===== config.mk =====
export PLATFORM = sky130hd
export DESIGN_NAME = uart_tx_arbiter
export DESIGN_NICKNAME = d
export VERILOG_FILES = /design/src/rtl/uart_tx_arbiter.sv
export SDC_FILE = /design/constraint.sdc
export NUM_CORES = 1
export LEC_CHECK = 0
export ABC_AREA = 1
export BUFFER_PORTS_ARGS = -buffer_cell sky130_fd_sc_hd__buf_2
export CAP_MARGIN = 20
export CORE_UTILIZATION = 30
export CTS_CLUSTER_SIZE = 16
export DETAILED_ROUTE_END_ITERATION = 10
export PLACE_DENSITY_LB_ADDON = 0.15
export SYNTH_ARGS = -nofsm -noshare
export SYNTH_HDL_FRONTEND = slang
export SYNTH_SLANG_ARGS = --single-unit

===== constraint.sdc =====
create_clock -name clk -period 5.2 [get_ports clk]
set_input_delay 0.52 -clock clk [delete_from_list [all_inputs] [get_ports clk]]
set_output_delay 0.52 -clock clk [all_outputs]
set_load 0.01 [all_outputs]

===== src/rtl/uart_tx_arbiter.sv =====
`default_nettype none
// ============================================================================
// Module      : uart_tx_arbiter
// Description : Round-robin arbiter that shares one 16-bit UART transmitter
//               among N_REQ requesters. Optionally prepends a source-ID
//               header word, sequences tx_start/tx_done per word, and aborts
//               a transfer when the transmitter stalls past TIMEOUT_CYC.
// Revision    : 1.0 - initial release
// ============================================================================
module uart_tx_arbiter #(
  parameter int         N_REQ       = 4,
  parameter int         ID_W        = 2,
  parameter bit         SEND_HEADER = 1'b1,
  parameter logic [7:0] HDR_TAG     = 8'hA5,
  parameter int         TIMEOUT_CYC = 65535
) (
  input  logic                clk,
  input  logic                reset,
  input  logic                enable,
  input  logic [N_REQ-1:0]    req_valid,
  input  logic [16*N_REQ-1:0] req_data,
  output logic [N_REQ-1:0]    req_ready,
  output logic [15:0]         tx_data,
  output logic                tx_start,
  input  logic                tx_done,
  output logic                busy,
  output logic [ID_W-1:0]     grant_id,
  output logic                timeout_err
);

  localparam logic [1:0] ST_IDLE = 2'd0;
  localparam logic [1:0] ST_HDR  = 2'd1;
  localparam logic [1:0] ST_DATA = 2'd2;

  // Watchdog counter just wide enough to hold TIMEOUT_CYC.
  localparam int              WD_W    = (TIMEOUT_CYC > 1) ? $clog2(TIMEOUT_CYC + 1) : 1;
  localparam logic [WD_W-1:0] WD_LAST = WD_W'(TIMEOUT_CYC - 1);
  localparam bit              WD_ON   = (TIMEOUT_CYC != 0);

  logic [1:0]      state_q,       state_d;
  logic [ID_W-1:0] last_grant_q,  last_grant_d;
  logic [15:0]     payload_q,     payload_d;
  logic [15:0]     tx_data_q,     tx_data_d;
  logic            tx_start_q,    tx_start_d;
  logic [N_REQ-1:0] req_ready_q,  req_ready_d;
  logic            busy_q,        busy_d;
  logic [ID_W-1:0] grant_id_q,    grant_id_d;
  logic            timeout_err_q, timeout_err_d;
  logic [WD_W-1:0] wd_cnt_q,      wd_cnt_d;

  logic            pick_found;
  logic [ID_W-1:0] pick_idx;
  logic [15:0]     pick_word;
  logic [15:0]     hdr_word;
  logic            in_xfer;
  logic            wd_expire;

  assign in_xfer   = (state_q == ST_HDR) || (state_q == ST_DATA);
  // Expiry is decided in the cycle whose increment would reach TIMEOUT_CYC;
  // a tx_done in that same cycle takes priority.
  assign wd_expire = WD_ON && in_xfer && !tx_done && (wd_cnt_q == WD_LAST);
  assign hdr_word  = {HDR_TAG, 8'(pick_idx)};

  // Round-robin pick: first pending requester after last_grant, wrapping.
  always_comb begin
    pick_found = 1'b0;
    pick_idx   = '0;
    for (int k = 1; k <= N_REQ; k++) begin
      for (int i = 0; i < N_REQ; i++) begin
        if (!pick_found && req_valid[i] && (i == (int'(last_grant_q) + k) % N_REQ)) begin
          pick_found = 1'b1;
          pick_idx   = ID_W'(i);
        end
      end
    end
  end

  // Select the winning requester's word.
  always_comb begin
    pick_word = '0;
    for (int i = 0; i < N_REQ; i++) begin
      if (pick_idx == ID_W'(i)) begin
        pick_word = req_data[16*i +: 16];
      end
    end
  end

  // State register and all datapath flops; everything holds while enable is low.
  always_ff @(posedge clk) begin
    if (!reset) begin
      state_q       <= ST_IDLE;
      last_grant_q  <= ID_W'(N_REQ - 1);
      payload_q     <= '0;
      tx_data_q     <= '0;
      tx_start_q    <= 1'b0;
      req_ready_q   <= '0;
      busy_q        <= 1'b0;
      grant_id_q    <= '0;
      timeout_err_q <= 1'b0;
      wd_cnt_q      <= '0;
    end else begin
      state_q       <= state_d;
      last_grant_q  <= last_grant_d;
      payload_q     <= payload_d;
      tx_data_q     <= tx_data_d;
      tx_start_q    <= tx_start_d;
      req_ready_q   <= req_ready_d;
      busy_q        <= busy_d;
      grant_id_q    <= grant_id_d;
      timeout_err_q <= timeout_err_d;
      wd_cnt_q      <= wd_cnt_d;
    end
  end

  // Next-state logic: IDLE -> (HDR ->) DATA -> IDLE, watchdog aborts to IDLE.
  always_comb begin
    state_d = state_q;
    if (enable) begin
      case (state_q)
        ST_IDLE: begin
          if (pick_found) state_d = SEND_HEADER ? ST_HDR : ST_DATA;
        end
        ST_HDR: begin
          if (tx_done)        state_d = ST_DATA;
          else if (wd_expire) state_d = ST_IDLE;
        end
        ST_DATA: begin
          if (tx_done || wd_expire) state_d = ST_IDLE;
        end
        default: state_d = ST_IDLE;
      endcase
    end
  end

  // Output/datapath logic: grant capture, word sequencing, watchdog.
  always_comb begin
    last_grant_d  = last_grant_q;
    payload_d     = payload_q;
    tx_data_d     = tx_data_q;
    tx_start_d    = tx_start_q;
    req_ready_d   = req_ready_q;
    busy_d        = busy_q;
    grant_id_d    = grant_id_q;
    timeout_err_d = timeout_err_q;
    wd_cnt_d      = wd_cnt_q;
    if (enable) begin
      // Pulses last a single enabled cycle.
      tx_start_d    = 1'b0;
      req_ready_d   = '0;
      timeout_err_d = 1'b0;
      case (state_q)
        ST_IDLE: begin
          if (pick_found) begin
            for (int i = 0; i < N_REQ; i++) begin
              req_ready_d[i] = (pick_idx == ID_W'(i));
            end
            grant_id_d   = pick_idx;
            last_grant_d = pick_idx;
            payload_d    = pick_word;
            busy_d       = 1'b1;
            tx_start_d   = 1'b1;
            tx_data_d    = SEND_HEADER ? hdr_word : pick_word;
            wd_cnt_d     = '0;
          end
        end
        ST_HDR, ST_DATA: begin
          wd_cnt_d = wd_cnt_q + WD_W'(1);
          if (tx_done) begin
            if (state_q == ST_HDR) begin
              tx_start_d = 1'b1;
              tx_data_d  = payload_q;
              wd_cnt_d   = '0;
            end else begin
              busy_d = 1'b0;
            end
          end else if (wd_expire) begin
            timeout_err_d = 1'b1;
            busy_d        = 1'b0;
          end
        end
        default: ;
      endcase
    end
  end

  assign req_ready   = req_ready_q & {N_REQ{enable}};
  assign tx_start    = tx_start_q & enable;
  assign timeout_err = timeout_err_q & enable;
  assign tx_data     = tx_data_q;
  assign busy        = busy_q;
  assign grant_id    = grant_id_q;

endmodule
`default_nettype wire


==> impl_metrics.ini <==
[routing]
routed_wl_um = 11580
first_pass_iters = 5
drt-initial-drc-count = 275
vias = 4091
ant_nets = 0
drc = 0
via_per_inst = 5.044
avgRoutedWirePerCell_um = 14.28

[grt]
antenna_found_initial = 0
grt_pass1_vias = 3871
grt_max_degree = 42
grt.overflow.total = 0
grt_util_all_layers = 0.1877
grt_pass1_wl_um = 19240

[floorplanning]
fp.dieArea_um2 = 12960
die_x_um = 113.8
fp.coreArea_um2 = 12110
start_util = 0.3098
core.rowCount = 40
die_h_um = 113.8
io_pins = 97

[power_and_ir_drop]
p_leak_nw = 1.962
switching_share = 0.3549
p_int_w = 0.001083
power_density_nw_per_um2 = 363.7
power_frac_seq = 0.319
vdd_drop_max_uv = 189.0
switchingPower_w = 0.0005956
p_total_w = 0.001678
pwr-share-comb = 0.285
clockPowerShare = 0.396

[placed_design]
place_hpwl_um = 8492
io_buffers = 96
dpl_cell_area_um2 = 4283
dpl_worst_slack_ps = 1851
place_congestion = 0.8254

[sta]
setup-tns-final_ps = 0
period_share = 0.6416
skew_ps = 4.668
finalHoldViolations = 0
timing.final.ws_setup_ps = 1864
slew_viol_final = 0
finalSetupViolCount = 0
worstMarginPinSlew_ps = 703.3
min_period_ps = 3336
slew_headroom = 0.5298
timing.hold.ws_ps = 462.9
clock.fmax_mhz = 299.8
rsz0062_at_grt = false

[finish]
drive_gt1_frac = 0.2068
area_delta_synth_final_pct = 22.97
antenna_cells = 0
multi_input_area_um2 = 2182
seqCellArea_um2 = 1221
fin_nets = 716
fillers = 1342
fin_area_um2 = 4614

[clock_network]
clkTransAtPathRegs_ps = 60
post_cts_resized = 0
numCtsBuffers = 9
htree_levels = 3
cts_setup_buffers = 0
cts_tree = built
cts_sinks = 61
cts-root-buf = clkbuf_16
insertion_delay_ps = 330
clk_path_buf_depth = 2
cts_hold_buf = 0

[critical_path]
worst-endpoint-arrival_ps = 3560
critPathKind = reg2reg
critPathLaunch = last_grant_q[1]
crit_fanout = 34
cp-end-kind = register
required_ps = 5420
r2r_start = last_grant_q[1]
start_kind = register

[logic_synthesis]
yosysWarningCount = 0
mappedNetlistNets = 647
synthArstFlopShare = 0
synth_cells = 569
ys_seq_area_frac = 0.3254
synth_edf_count = 0
synth_top_flop_cell = dfxtp_1
syn_avg_cell_area_um2 = 6.595
syn_area_um2 = 3752
yosysUniqueCellTypes = 37
yosys_register_bits = 61

[status]
status = finished, final reports clean

[flow_run]
max-cap-violations = 0

[min_path]
hp-class = reg2reg
hp-start = tx_data[4]
-- cell type report --
cell class | instances | area share
clock buffers | 9 | 0.04881
inverters | 41 | 0.03335
well taps | 168 | 0.04555
flip-flops and latches | 61 | 0.2646
clock inverters | 7 | 0.02305
repair buffers | 98 | 0.1117
multi-input cells | 427 | 0.4729
-- metrics by stage --
stage / std cells / util
after floorplan: 569 / -
after global placement: 794 / 0.3513
after detailed placement: 795 / 0.3536
after CTS: 811 / 0.3810
after global routing: 811 / 0.3810
final: 811 / 0.3810
-- Yosys cell counts (4+ instances only) --
cell type  instances  area [µm²]
inv_1             35       131.4
clkbuf_1          17       63.81
ha_1               6       75.07
nor2_1            75       281.5
dfxtp_1           61        1221
xor2_1             6       52.55
nand3_1           58       290.3
buf_1              4       15.01
nor3_1            11       55.05
nand4_1           70       437.9
a21oi_1           37       185.2
buf_2             15       75.07
o21ai_0           22       110.1
inv_2              5       18.77
a211oi_1           8       60.06
nand2_1          107       401.6
-- cells by family after synthesis --
family,after synthesis,share of synthesized area
buf+inv,81,0.09303
fa+ha+maj,6,0.02001
flops,61,0.3254
simple gates,339,0.4351
xor+xnor,8,0.01867
compound gates,74,0.1077
-- metal layers --
layer | vias up | GRT usage | part of all wire
met4 | 0 | 0.05281 | 0.012
met1 | 1852 | 0.2326 | 0.45
met5 | - | 0 | 0
met2 | 122 | 0.3244 | 0.48
met3 | 10 | 0.04410 | 0.051
li1 | 2107 | - | -
-- final timing paths --
kind	slack, ps	endpoint	depth (start not counted)
worst min-delay path	460	tx_data[4]	2
worst max register to register	1860	payload_q[15]	15
worst max-delay path	1860	payload_q[15]	15
worst min register to register	460	tx_data[4]	2
-- power groups by stage --
stage	sequential [W]	clock, W	combinational (W)
after CTS	0.000535	0.000677	0.000483
after floorplan	0.000543	0	0.000357
after global routing	0.000540	0.000701	0.000542
final	0.000535	0.000664	0.000479
after global placement	0.000546	0	0.000473
after detailed placement	0.000545	0	0.000482
-- flip-flops by register name (all words and copies together) (netlist names) --
name / count
payload_q: 16
grant_id: 2
tx_data: 16
busy: 1
state_q: 2
timeout_err_q: 1
tx_start_q: 1
req_ready_q: 4
last_grant_q: 2
wd_cnt_q: 16
-- cell usage in the layout, fill, tap and decap left out, types with 2 or more instances in the layout --
cell | synthesis | routed
inv_6 | 0 | 2
dfxtp_1 | 61 | 61
nor3_1 | 11 | 11
nand2_2 | 3 | 3
bufinv_16 | 0 | 2
nor2_1 | 75 | 75
a21oi_1 | 37 | 37
ha_1 | 6 | 6
xnor2_1 | 2 | 2
a211oi_1 | 8 | 8
nor4_1 | 2 | 2
nand3_4 | 2 | 2
o21ai_0 | 22 | 22
o21ai_1 | 2 | 2
nand3_1 | 58 | 58
o211ai_1 | 2 | 2
nand4_2 | 2 | 2
xor2_1 | 6 | 6
clkinv_4 | 0 | 2
nand4_1 | 70 | 70
inv_2 | 5 | 5
buf_2 | 15 | 96
clkbuf_16 | 0 | 9
nor2_2 | 2 | 2
inv_1 | 35 | 35
nand2_1 | 107 | 107
-- worst max-delay path, stage by stage, from the launching register on --
cell and delay, ps:
dfxtp_1 440, inv_1 120, nor2_1 190, nand2_1 130
nand4_2 150, nor3_1 70, nor2_1 110, nand2_1 80
nor2_1 120, nand2_2 220, inv_2 470, nand2_1 550
nand3_1 250, nand2_1 60, nor2_1 210, nor2_1 50
(Power assumes the default switching activity.)
